[src/rtl/uart_pkg.sv]
// uart_pkg: shared UART constants, transmit state encoding and frame length helper
package uart_pkg;
    localparam int PARITY_NONE = 0, PARITY_EVEN = 1, PARITY_ODD = 2;

    typedef enum logic [2:0] {IDLE, START, DATA, PARITY, STOP} tx_state_t;

    function automatic int frame_len(int data_bits, int parity_mode, int stop_bits);
        return 1 + data_bits + ((parity_mode != PARITY_NONE) ? 1 : 0) + stop_bits;
    endfunction
endpackage

[src/rtl/uart_parity_gen.sv]
// uart_parity_gen: combinational parity bit for a word; 0 when parity is disabled
module uart_parity_gen import uart_pkg::*; #(
    parameter int WIDTH = 8,
    parameter int MODE  = PARITY_EVEN
) (
    input  logic [WIDTH-1:0] data,
    output logic             parity
);
    assign parity = (MODE == PARITY_NONE) ? 1'b0 : (MODE == PARITY_ODD) ? ~^data : ^data;
endmodule

[src/rtl/uart_frame_serializer.sv]
// uart_frame_serializer: UART transmit framer with a one-word holding buffer, one bit per baud_tick
module uart_frame_serializer import uart_pkg::*; #(
    parameter int DATA_BITS   = 8,
    parameter int PARITY_MODE = PARITY_EVEN,
    parameter int STOP_BITS   = 1
) (
    input  logic                 clk,
    input  logic                 reset_n,
    input  logic                 baud_tick,
    input  logic [DATA_BITS-1:0] data_in,
    input  logic                 data_valid,
    output logic                 data_ready,
    output logic                 tx_line,
    output logic                 busy,
    output logic                 frame_done
);
    generate
        if (DATA_BITS < 5 || DATA_BITS > 9 || PARITY_MODE < 0 || PARITY_MODE > 2 ||
            (STOP_BITS != 1 && STOP_BITS != 2)) begin : g_bad_params
            $error("uart_frame_serializer: illegal parameter combination");
        end
    endgenerate

    tx_state_t            state, state_nx;
    logic [DATA_BITS-1:0] shift, shift_nx, hold_data;
    logic [3:0]           cnt, cnt_nx;
    logic                 par, par_nx, hold_par, hold_full, tx_nx, done_nx, load;

    uart_parity_gen #(.WIDTH(DATA_BITS), .MODE(PARITY_MODE)) u_parity (
        .data   (hold_data),
        .parity (hold_par)
    );

    assign data_ready = !hold_full;
    assign busy       = (state != IDLE) || hold_full;

    // tx_nx is the level of the bit period that starts at this tick edge
    always_comb begin
        state_nx = state;
        shift_nx = shift;
        par_nx   = par;
        cnt_nx   = cnt;
        tx_nx    = tx_line;
        done_nx  = 1'b0;
        load     = 1'b0;
        if (baud_tick) begin
            case (state)
                IDLE:   load = hold_full;
                START: begin
                    state_nx = DATA;
                    cnt_nx   = '0;
                    tx_nx    = shift[0];
                end
                DATA: begin
                    shift_nx = shift >> 1;
                    cnt_nx   = cnt + 4'd1;
                    if (cnt == 4'(DATA_BITS - 1)) begin
                        state_nx = (PARITY_MODE != PARITY_NONE) ? PARITY : STOP;
                        cnt_nx   = '0;
                        tx_nx    = (PARITY_MODE != PARITY_NONE) ? par : 1'b1;
                    end else begin
                        tx_nx = shift[1];
                    end
                end
                PARITY: begin
                    state_nx = STOP;
                    cnt_nx   = '0;
                    tx_nx    = 1'b1;
                end
                STOP: begin
                    cnt_nx = cnt + 4'd1;
                    tx_nx  = 1'b1;
                    if (cnt == 4'(STOP_BITS - 1)) begin
                        done_nx  = 1'b1;
                        load     = hold_full;
                        state_nx = IDLE;
                        cnt_nx   = '0;
                    end
                end
                default: state_nx = IDLE;
            endcase
        end
        if (load) begin
            state_nx = START;
            shift_nx = hold_data;
            par_nx   = hold_par;
            cnt_nx   = '0;
            tx_nx    = 1'b0;
        end
    end

    always_ff @(posedge clk) begin
        if (!reset_n) begin
            state      <= IDLE;
            shift      <= '0;
            par        <= 1'b0;
            cnt        <= '0;
            tx_line    <= 1'b1;
            frame_done <= 1'b0;
            hold_full  <= 1'b0;
            hold_data  <= '0;
        end else begin
            state      <= state_nx;
            shift      <= shift_nx;
            par        <= par_nx;
            cnt        <= cnt_nx;
            tx_line    <= tx_nx;
            frame_done <= done_nx;
            if (load)
                hold_full <= 1'b0;
            else if (data_valid && !hold_full) begin
                hold_full <= 1'b1;
                hold_data <= data_in;
            end
        end
    end
endmodule
[config.mk]
export PLATFORM = sky130hd
export DESIGN_NAME = uart_frame_serializer
export DESIGN_NICKNAME = d
export VERILOG_FILES = /design/src/rtl/uart_pkg.sv /design/src/rtl/uart_parity_gen.sv /design/src/rtl/uart_frame_serializer.sv
export SDC_FILE = /design/constraint.sdc
export NUM_CORES = 1
export LEC_CHECK = 0
export BUFFER_PORTS_ARGS = -buffer_cell sky130_fd_sc_hd__buf_2
export CORE_MARGIN = 10
export CORE_UTILIZATION = 45
export DETAILED_ROUTE_END_ITERATION = 8
export GPL_TIMING_DRIVEN = 1
export PLACE_DENSITY_LB_ADDON = 0.25
export SLEW_MARGIN = 10
export SYNTH_ARGS = -nofsm -noshare
export SYNTH_HDL_FRONTEND = slang
export SYNTH_SLANG_ARGS = --single-unit
export TNS_END_PERCENT = 20
[constraint.sdc]
create_clock -name clk -period 1.9 [get_ports clk]
set_input_delay 0.19 -clock clk [delete_from_list [all_inputs] [get_ports clk]]
set_output_delay 0.19 -clock clk [all_outputs]
set_load 0.02 [all_outputs]
==> out/qor.txt, run 1 <==
status = completed
CTS sink cnt = 27
Starting DRT DRC Count = 53
Pre-Repair DR Iteration Count = 4
PD cells = 680 nW/µm²
via/cell ratio = 5.38
wire per inst = 13.9 µm
FF-to-FF path depth = 6
Hold-fix buffers, CTS = 0
Max FO, Critical Path = 7
met3 Use GR = 2.36%
row count = 20
Final setup viols = 0
largest net degree at the start of global routing = 23
ys async rst share = 0%
critical path's slowest cell = dfxtp_1
TNS Setup = 0 ns
first-pass GRT wire length = 4950 µm
Worst-path clk slew = 0.15 ns
worst vdd ir = 0.000455 V
CTS tree = yes
Util after Layout = 51.7%
Slew @ Worst Pin = 0.397 ns
Max transition margin = 73.4%
Final Hold Fails = 0
via count = 1102
Top FF cell, synth = dfxtp_1
sequential area share after synthesis = 38.1%
DIE AREA = 5800 µm²
most common cell after layout, fill and taps aside = dfxtp_1
clk buf depth = 2
most used routing layer = met2
Remaining DRCs = 0
die span in x = 76.1 µm
WS Path Type = flop to flop
root buffer cell = clkbuf_4
Syn Inst Count = 145
vias in the first global route = 1054
core area = 3030 µm²
mean post-synth cell area = 9.78 µm²
CP arrival = 1.86 ns
GRT Residual Overflow = 0
Post-synth EDFFs = 0
Clock Skews = 0.00987 ns
Ports = 16
launching point of the worst reg2reg path = cnt[0]
Syn Nets = 159
share of layout cells above drive strength 1 = 26.1%
global routing usage on met2 = 15.9%
Setup WS post-layout = 0.262 ns
max-capacitance violation count = 0
worst-skew pair later-pin latency = 0.32 ns
Synth warnings = 0
Final min period = 1.64 ns
CTS Buf Count = 3
total wire length = 2850 µm
crit start category = flop
met1 global-route usage = 12.6%
Placed Cells = 201
number of synthesized register bits = 27
Achievable Freq = 0.610 GHz
CP startpoint = cnt[0]
max incr delay on CP = 0.39 ns
Cell Chain, Critical Path = inv_1, ha_1, nor3b_2, o21ai_2, nor2_4, o221a_2
Worst Setup EP = shift[4]
post-cts repair resize count = 0
Final ANT Viol Nets = 0
H-tree depth = 1
PortBufs = 15
static leakage = 0.000612 µW
post-synth cell types = 44
Antenna diodes = 0
period utilisation layout = 86.2%
# nets final = 176
RSZ-0062 raised after global routing = false
GR Util All Layers = 9.70%
pre-CTS WS = 0.286 ns
Layout Area Growth over Synthesis = 10.5%
reg-to-reg slack, setup = 0.26 ns
Initial Util = 46.8%
Post-Syn Area = 1420 µm²
Worst Path Required = 2.13 ns
HPWL after DPL = 2140 µm
die height = 76.1 µm
most frequent cells in the layout = dfxtp_1 (27), buf_2 (15), nor2_1 (11), nor2b_1 (11), mux2i_1 (10)
fin cells = 205
Setup crit end kind = flop
Worst R2R End = shift[4]
postcts setup bufs = 0
antenna violations before repair = 0
type of the worst min-delay path = input pin to flop
routability cong. = 0.821
Slew Limit Fails = 0
## cell families (layout without fill, tap and decap cells)
family	after synthesis	count (layout)	synth area share, %
compound gates	39	39	23.6
mux	11	11	7.86
simple gates	43	43	18.3
buf+inv	14	30	4.85
fa+ha+maj	2	2	1.76
flops	27	27	38.1
xor+xnor	9	9	5.56
## state kept, by name, summed over array words and instances, names as in the netlist
name,count
state,3
hold_data,8
hold_full,1
frame_done,1
cnt,4
par,1
tx_line,1
shift,8
## per-layer routing
metal | vias to the layer above | routed length [µm]
met1 | 521 | 1370
met3 | 2 | 103
met2 | 23 | 1360
li1 | 556 | -
met4 | 0 | 15
met5 | - | 0
## cells in the mapped netlist, drive strengths merged, types with 2 or more instances
cell | n | share of area [%]
a21boi | 2 | 1.1
a21oi | 3 | 1.1
buf | 6 | 2.7
clkbuf | 2 | 0.53
dfxtp | 27 | 38
ha | 2 | 1.8
inv | 6 | 1.6
mux2i | 10 | 7.1
nand2 | 7 | 1.9
nor2 | 12 | 3.7
nor2b | 11 | 4.9
nor3 | 4 | 1.4
nor3b | 2 | 1.8
o21ai | 9 | 4.5
o21ba | 2 | 1.9
o221a | 8 | 6.4
o22a | 7 | 4.3
xnor2 | 8 | 4.9
## report_power, final
| part | leakage (µW) | internal, µW | switching [µW] |
|---|---|---|---|
| clock | 0.0000177 | 78.8 | 171 |
| sequential | 0.000221 | 597 | 26.7 |
| combinational | 0.000374 | 98.2 | 93.5 |
## worst min-delay path by stage
stage                      endpoint  cells past startpoint  slack, ns        from
after floorplan           hold_full                      2       0.31  data_valid
after global placement    hold_full                      3       0.41  data_valid
after detailed placement  hold_full                      3       0.41  data_valid
after CTS                 hold_full                      3       0.08  data_valid
after global routing      hold_full                      3       0.09  data_valid
final                     hold_full                      3       0.07  data_valid
## layout make-up
cell class                      instances  area (µm²)
Clock buffer                            3        22.5
Clock inverter                          1        5.00
Fill cell                             286        1460
Inverter                                6        22.5
Multi-Input combinational cell        104         808
Sequential cell                        27         541
Tap cell                               44        55.1
Timing Repair Buffer                   20         113
## metrics by stage
stage | total power (µW) | hold WS (ns) | area [µm²]
final | 1070 | 0.0716 | 1570
after CTS | 1070 | 0.0756 | 1570
after global routing | 1120 | 0.0881 | 1570
after floorplan | 780 | 0.306 | 1420
after detailed placement | 829 | 0.412 | 1540
after global placement | 825 | 0.415 | 1540
## critical path, delay by kind of cell, from the launching register on
family	cells	cell delay (ns)
DFF	1	0.39
and+or+nand+nor	2	0.29
AOI/OAI and AO/OA	2	0.58
adders and majority gates	1	0.20
buffers and inverters	1	0.08
Power figures use the tool's default switching activity.
==> run 2: changes to the inputs <==
--- a/config.mk
+++ b/config.mk
@@ -6,8 +6,11 @@
 export NUM_CORES = 1
 export LEC_CHECK = 0
 export BUFFER_PORTS_ARGS = -buffer_cell sky130_fd_sc_hd__buf_2
+export CELL_PAD_IN_SITES_DETAIL_PLACEMENT = 1
+export CELL_PAD_IN_SITES_GLOBAL_PLACEMENT = 1
+export CORE_ASPECT_RATIO = 1.2
 export CORE_MARGIN = 10
-export CORE_UTILIZATION = 45
+export CORE_UTILIZATION = 44
 export DETAILED_ROUTE_END_ITERATION = 8
 export GPL_TIMING_DRIVEN = 1
 export PLACE_DENSITY_LB_ADDON = 0.25
==> out/qor.txt, run 2 (synthesized netlist as in run 1, its figures left out) <==
biggest regs = hold_data (8), shift (8), cnt (4)
Slew @ Worst Pin = 0.424 ns (+0.0271 ns)
WS Path Type = flop to flop
CTS tree = yes
die height = 82.2 µm (+8.0%)
Cell Chain, Critical Path = inv_1, ha_1, nor3b_2, nor2_1, o21ai_2, nor3_1
DIE AREA = 5900 µm² (+1.8%)
RSZ-0062 raised after global routing = false
routability cong. = 0.778 (-5.2%)
row count = 22 (+10%)
H-tree depth = 1 (unchanged)
via/cell ratio = 5.82 (+8.3%)
pre-CTS WS = 0.318 ns (+0.0312 ns)
most frequent cells in the layout = dfxtp_1 (27), buf_2 (15), nor2_1 (11), nor2b_1 (11), mux2i_1 (10)
HPWL after DPL = 2590 µm (+21%)
critical path's slowest cell = o21ai_2
CTS sink cnt = 27 (unchanged)
share of layout cells above drive strength 1 = 25.6% (-0.46 points)
Fillers = 367 (+28%)
CTS Buf Count = 3 (unchanged)
PortBufs = 15 (unchanged)
Worst Path Required = 2.11 ns (-0.02 ns)
type of the worst min-delay path = input pin to flop
Placed Cells = 192 (-4.5%)
first-pass GRT wire length = 5510 µm (+11%)
status = completed
Remaining DRCs = 0 (unchanged)
Slew Limit Fails = 0 (unchanged)
Hold-fix buffers, CTS = 0 (unchanged)
Ports = 16 (unchanged)
largest net degree at the start of global routing = 23 (unchanged)
Max transition margin = 71.6% (-1.8 points)
GR Util All Layers = 11.3% (+1.6 points)
root buffer cell = clkbuf_4
critical path depth = 6 (unchanged)
Pre-Repair DR Iteration Count = 4 (unchanged)
TNS Setup = 0 ns (unchanged)
Max FO, Critical Path = 7 (unchanged)
Starting DRT DRC Count = 98 (+85%)
worst vdd ir = 0.000409 V (-10%)
Clock Skews = 0.00808 ns (-0.00178 ns)
crit start category = flop
vias in the first global route = 1168 (+11%)
wire per inst = 17.0 µm (+22%)
Bufs and invs on worst path = 1 (unchanged)
Setup WS post-layout = 0.280 ns (+0.0184 ns)
Min-Delay Path Depth = 3 (unchanged)
Setup crit end kind = flop
CP arrival = 1.83 ns (-0.03 ns)
GRT Residual Overflow = 0 (unchanged)
Antenna diodes = 0 (unchanged)
overall power = 1070 µW (+0.81%)
Final min period = 1.62 ns (-0.0184 ns)
period utilisation layout = 85.2% (-0.97 points)
PD cells = 693 nW/µm² (+2.0%)
Worst-path clk slew = 0.15 ns (about the same)
die span in x = 71.8 µm (-5.7%)
FF-to-FF path depth = 6 (unchanged)
Final setup viols = 0 (unchanged)
max-capacitance violation count = 0 (unchanged)
clk buf depth = 2 (unchanged)
antenna violations before repair = 0 (unchanged)
most common cell after layout, fill and taps aside = dfxtp_1
Worst path top cell family by delay = simple AND/OR/NAND/NOR gates
worst-skew pair later-pin latency = 0.33 ns (about the same)
postcts setup bufs = 0 (unchanged)
Achievable Freq = 0.617 GHz (+1.1%)
max incr delay on CP = 0.38 ns (about the same)
post-cts repair resize count = 0 (unchanged)
fin cells = 196 (-4.4%)
hold_ws = 0.0769 ns (+0.00528 ns)
# nets final = 175 (-0.57%)
Final Hold Fails = 0 (unchanged)
via count = 1141 (+3.5%)
Initial Util = 46.0% (-0.84 points)
Final ANT Viol Nets = 0 (unchanged)
total wire length = 3330 µm (+17%)
Layout Area Growth over Synthesis = 9.27%
static leakage = 0.000607 µW (-0.89%)
core area = 3080 µm² (+1.8%)
-- run 2: cell count changes in the layout (fill, tap and decap cells not counted) --
cell / previous run / this run
buf_4: 5 / 4
-- run 2: layout make-up --
cell class                 instances  area, µm²  share of cell area [%]
clock inverter                     1       5.00                   0.323
inverter                           6       22.5                    1.45
timing repair buffer              19        105                    6.79
sequential                        27        541                    34.9
clock buffer                       3       22.5                    1.45
multi-input combinational        104        808                    52.2
tap                               36       45.0                    2.91
-- run 2: per-stage QoR --
step           area (µm²)  utilization [%]
5_1_grt              1550             50.2
2_1_floorplan        1420                -
3_5_place_dp         1520             49.4
4_1_cts              1550             50.2
3_3_place_gp         1520             49.4
6_report             1550             50.2
-- run 2: power breakdown --
part / internal, µW / leakage (µW) / switching, µW / total, µW
Clock: 78.9 / 0.0000177 / 175 / 254
Sequential: 597 / 0.000221 / 24.0 / 621
Combinational: 97.9 / 0.000368 / 101 / 199
-- run 2: worst min-delay path: cells and delay by family --
kind                   cells  cell delay [ns]
buffers and inverters      1             0.09
AND/OR/NAND/NOR            2             0.09
-- run 2: path summary, 6_finish.rpt --
kind,startpoint,to,slack [ns]
worst min-delay path,data_valid,hold_full,0.08
worst min register to register,shift[7],shift[7],0.50
worst max register to register,cnt[0],cnt[3],0.28
worst max-delay path,cnt[0],cnt[3],0.28
-- run 2: per-layer routing --
metal | track usage (%) | up-vias | wire length, µm
met5 | 0 | - | 0
li1 | - | 557 | -
met2 | 20.8 | 7 | 1800
met3 | 1.79 | 4 | 66
met1 | 12.7 | 573 | 1430
met4 | 4.65 | 0 | 36
==> run 3: changes to the inputs <==
--- a/config.mk
+++ b/config.mk
@@ -5,12 +5,13 @@
 export SDC_FILE = /design/constraint.sdc
 export NUM_CORES = 1
 export LEC_CHECK = 0
+export ABC_AREA = 1
 export BUFFER_PORTS_ARGS = -buffer_cell sky130_fd_sc_hd__buf_2
 export CELL_PAD_IN_SITES_DETAIL_PLACEMENT = 1
 export CELL_PAD_IN_SITES_GLOBAL_PLACEMENT = 1
 export CORE_ASPECT_RATIO = 1.2
 export CORE_MARGIN = 10
-export CORE_UTILIZATION = 44
+export CORE_UTILIZATION = 40
 export DETAILED_ROUTE_END_ITERATION = 8
 export GPL_TIMING_DRIVEN = 1
 export PLACE_DENSITY_LB_ADDON = 0.25
==> constraint.sdc (replaced) <==
create_clock -name clk -period 1.9 [get_ports clk]
set_input_delay 0.19 -clock clk [delete_from_list [all_inputs] [get_ports clk]]
set_output_delay 0.19 -clock clk [all_outputs]
set_load 0.1 [all_outputs]
==> out/qor.txt, run 3 <==
CP arrival = 1.91 ns (+0.08 ns)
Clock Skews = 0.00726 ns (-0.000820 ns)
Util after Layout = 45.3% (-5.0 points)
PD cells = 721 nW/µm² (+4.0%)
HPWL after DPL = 2930 µm (+13%)
Ports = 16 (unchanged)
via count = 1454 (+27%)
worst vdd ir = 0.000421 V (+3.0%)
most used routing layer = met2
launching point of the worst reg2reg path = cnt[0]
most common cell after layout, fill and taps aside = nand2_1
RSZ-0062 raised after global routing = false
antenna violations before repair = 0 (unchanged)
CTS Buf Count = 3 (unchanged)
routability cong. = 0.818 (+5.1%)
postcts setup bufs = 0 (unchanged)
cell internal pwr = 809 µW (+4.5%)
Starting DRT DRC Count = 47 (-52%)
Pre-Repair DR Iteration Count = 4 (unchanged)
mean post-synth cell area = 6.39 µm² (-35%)
period utilisation layout = 89.4% (+4.1 points)
CTS sink cnt = 27 (unchanged)
Initial Util = 41.3% (-4.7 points)
clk buf depth = 2 (unchanged)
Layout Area Growth over Synthesis = 9.58%
Slew Limit Fails = 0 (unchanged)
Final min period = 1.70 ns (+0.0783 ns)
CP startpoint = cnt[0]
reg-to-reg slack, setup = 0.20 ns (-0.08 ns)
row count = 24 (+9.1%)
Reg area = 541 µm² (unchanged)
Final ANT Viol Nets = 0 (unchanged)
first-pass GRT wire length = 6270 µm (+14%)
top cells by area, synth = dfxtp_1 (36%), nand2_1 (17%), inv_1 (8.1%)
die height = 86.8 µm (+5.7%)
die span in x = 75.7 µm (+5.4%)
Worst Setup EP = hold_full
met1 global-route usage = 13.0% (+0.25 points)
Slew @ Worst Pin = 0.493 ns (+0.0689 ns)
net switching power = 368 µW (+23%)
met3 Use GR = 2.40% (+0.61 points)
Worst Path Required = 2.11 ns (about the same)
cell taking the most area after synthesis = dfxtp_1
FF-to-FF path depth = 9 (+3)
worst-skew pair later-pin latency = 0.28 ns (-0.05 ns)
GRT Residual Overflow = 0 (unchanged)
Worst-path clk slew = 0.10 ns (-0.05 ns)
Synth warnings = 0 (unchanged)
TNS Setup = 0 ns (unchanged)
Syn Nets = 247 (+55%)
critical path's slowest cell = dfxtp_1
max-capacitance violation count = 0 (unchanged)
Sw Share = 31.3% (+3.3 points)
fin cells = 288 (+47%)
multi-input logic area = 779 µm² (-3.6%)
Antenna diodes = 0 (unchanged)
Fillers = 511 (+39%)
root buffer cell = clkbuf_8
via/cell ratio = 5.05 (-13%)
Final Hold Fails = 0 (unchanged)
WS Path Type = flop to flop
Top FF cell, synth = dfxtp_1
share of total power in combinational logic = 18.7% (+0.2 points)
# nets final = 264 (+51%)
total wire length = 3620 µm (+8.9%)
clock share of power = 29.2% (+5.5 points)
Max FO, Critical Path = 18 (+11)
Final setup viols = 0 (unchanged)
Post-Syn Area = 1490 µm² (+5.0%)
Hold-fix buffers, CTS = 0 (unchanged)
wire per inst = 12.6 µm (-26%)
type of the worst min-delay path = input pin to flop
GR Util All Layers = 11.8% (+0.50 points)
vias in the first global route = 1502 (+29%)
global routing usage on met2 = 21.9% (+1.2 points)
Most common cell on crit path = inv_1
Worst R2R End = hold_full
CTS tree = yes
PortBufs = 15 (unchanged)
status = completed
max incr delay on CP = 0.37 ns (about the same)
Post-synth EDFFs = 0 (unchanged)
most frequent cells in the layout = nand2_1 (67), inv_1 (32), nor2_1 (32)
Post-synth top cells = nand2_1 (68), inv_1 (32), nor2_1 (32), dfxtp_1 (27), o21ai_0 (19)
largest net degree at the start of global routing = 19 (-17%)
Synth top area share = 36.3% (-1.8 points)
post-cts repair resize count = 0 (unchanged)
Max transition margin = 67.4% (-4.2 points)
number of synthesized register bits = 27 (unchanged)
count leader, synth = nand2_1
Placed Cells = 284 (+48%)
Setup crit end kind = flop
Remaining DRCs = 0 (unchanged)
Achievable Freq = 0.589 GHz (-4.6%)
Syn Inst Count = 233 (+61%)
biggest regs = hold_data (8), shift (8), cnt (4)
H-tree depth = 1 (unchanged)
Cell Chain, Critical Path = inv_1, ha_1, nand3_1, nand2_2, nand2_4, inv_1, nor2_2, inv_1, a21oi_1
ys async rst share = 0% (unchanged)
sequential area share after synthesis = 36.3% (-1.8 points)
static leakage = 0.000802 µW (+32%)
DIE AREA = 6570 µm² (+11%)
crit start category = flop
share of layout cells above drive strength 1 = 13.3% (-12 points)
post-synth cell types = 20 (-55%)
core area = 3600 µm² (+17%)
Reg power frac = 52.1% (-5.7 points)
run 3: worst min-delay path by stage:
stage / from / endpoint / depth (start not counted)
after global routing: data_in[7] / hold_data[7] / 3
after floorplan: data_in[7] / hold_data[7] / 2
after global placement: data_in[7] / hold_data[7] / 3
after CTS: data_in[7] / hold_data[7] / 3
final: data_in[7] / hold_data[7] / 3
after detailed placement: data_in[7] / hold_data[7] / 3
run 3: metrics by stage:
step	total power [µW]	setup slack (ns)	cell area (µm²)	hold WS (ns)
2_1_floorplan	799	0.189	1490	0.325
3_3_place_gp	845	0.306	1580	0.421
3_5_place_dp	850	0.217	1580	0.427
4_1_cts	1190	0.183	1630	0.138
5_1_grt	1240	0.0121	1630	0.183
6_report	1180	0.202	1630	0.138
run 3: metal layers:
metal / vias up / share of wire (%)
met5: - / 0
met4: 0 / 0.88
met3: 4 / 2.5
met2: 17 / 51
met1: 687 / 45
li1: 746 / -
run 3: layout make-up:
type	count	area share, %
well taps	39	2.99
flip-flops and latches	27	33.1
clock buffers	3	2.53
multi-input cells	167	47.8
repair buffers	16	5.06
inverters	35	8.05
clock inverters	1	0.460
run 3: worst max-delay path, delay by kind of cell, from the launching register on:
family          cells  cell delay, ns
simple gates        4            0.61
buf+inv             3            0.31
fa+ha+maj           1            0.21
compound gates      1            0.12
flops               1            0.37
run 3: logic make-up after synthesis:
group                    Yosys count  share of synthesized area [%]
AO/OA/AOI/OAI                     37                           12.4
XOR/XNOR                           6                           3.53
adder cells (fa/ha/maj)            2                           1.68
buffers and inverters             39                           11.5
flip-flops                        27                           36.3
AND/OR/NAND/NOR                  122                           34.5
run 3: power by group through the flow:
stage	sequential (µW)	clock, µW	combinational [µW]
2_1_floorplan	634	0	164
3_3_place_gp	626	0	219
3_5_place_dp	627	0	223
4_1_cts	614	354	225
5_1_grt	618	371	249
6_report	614	343	220
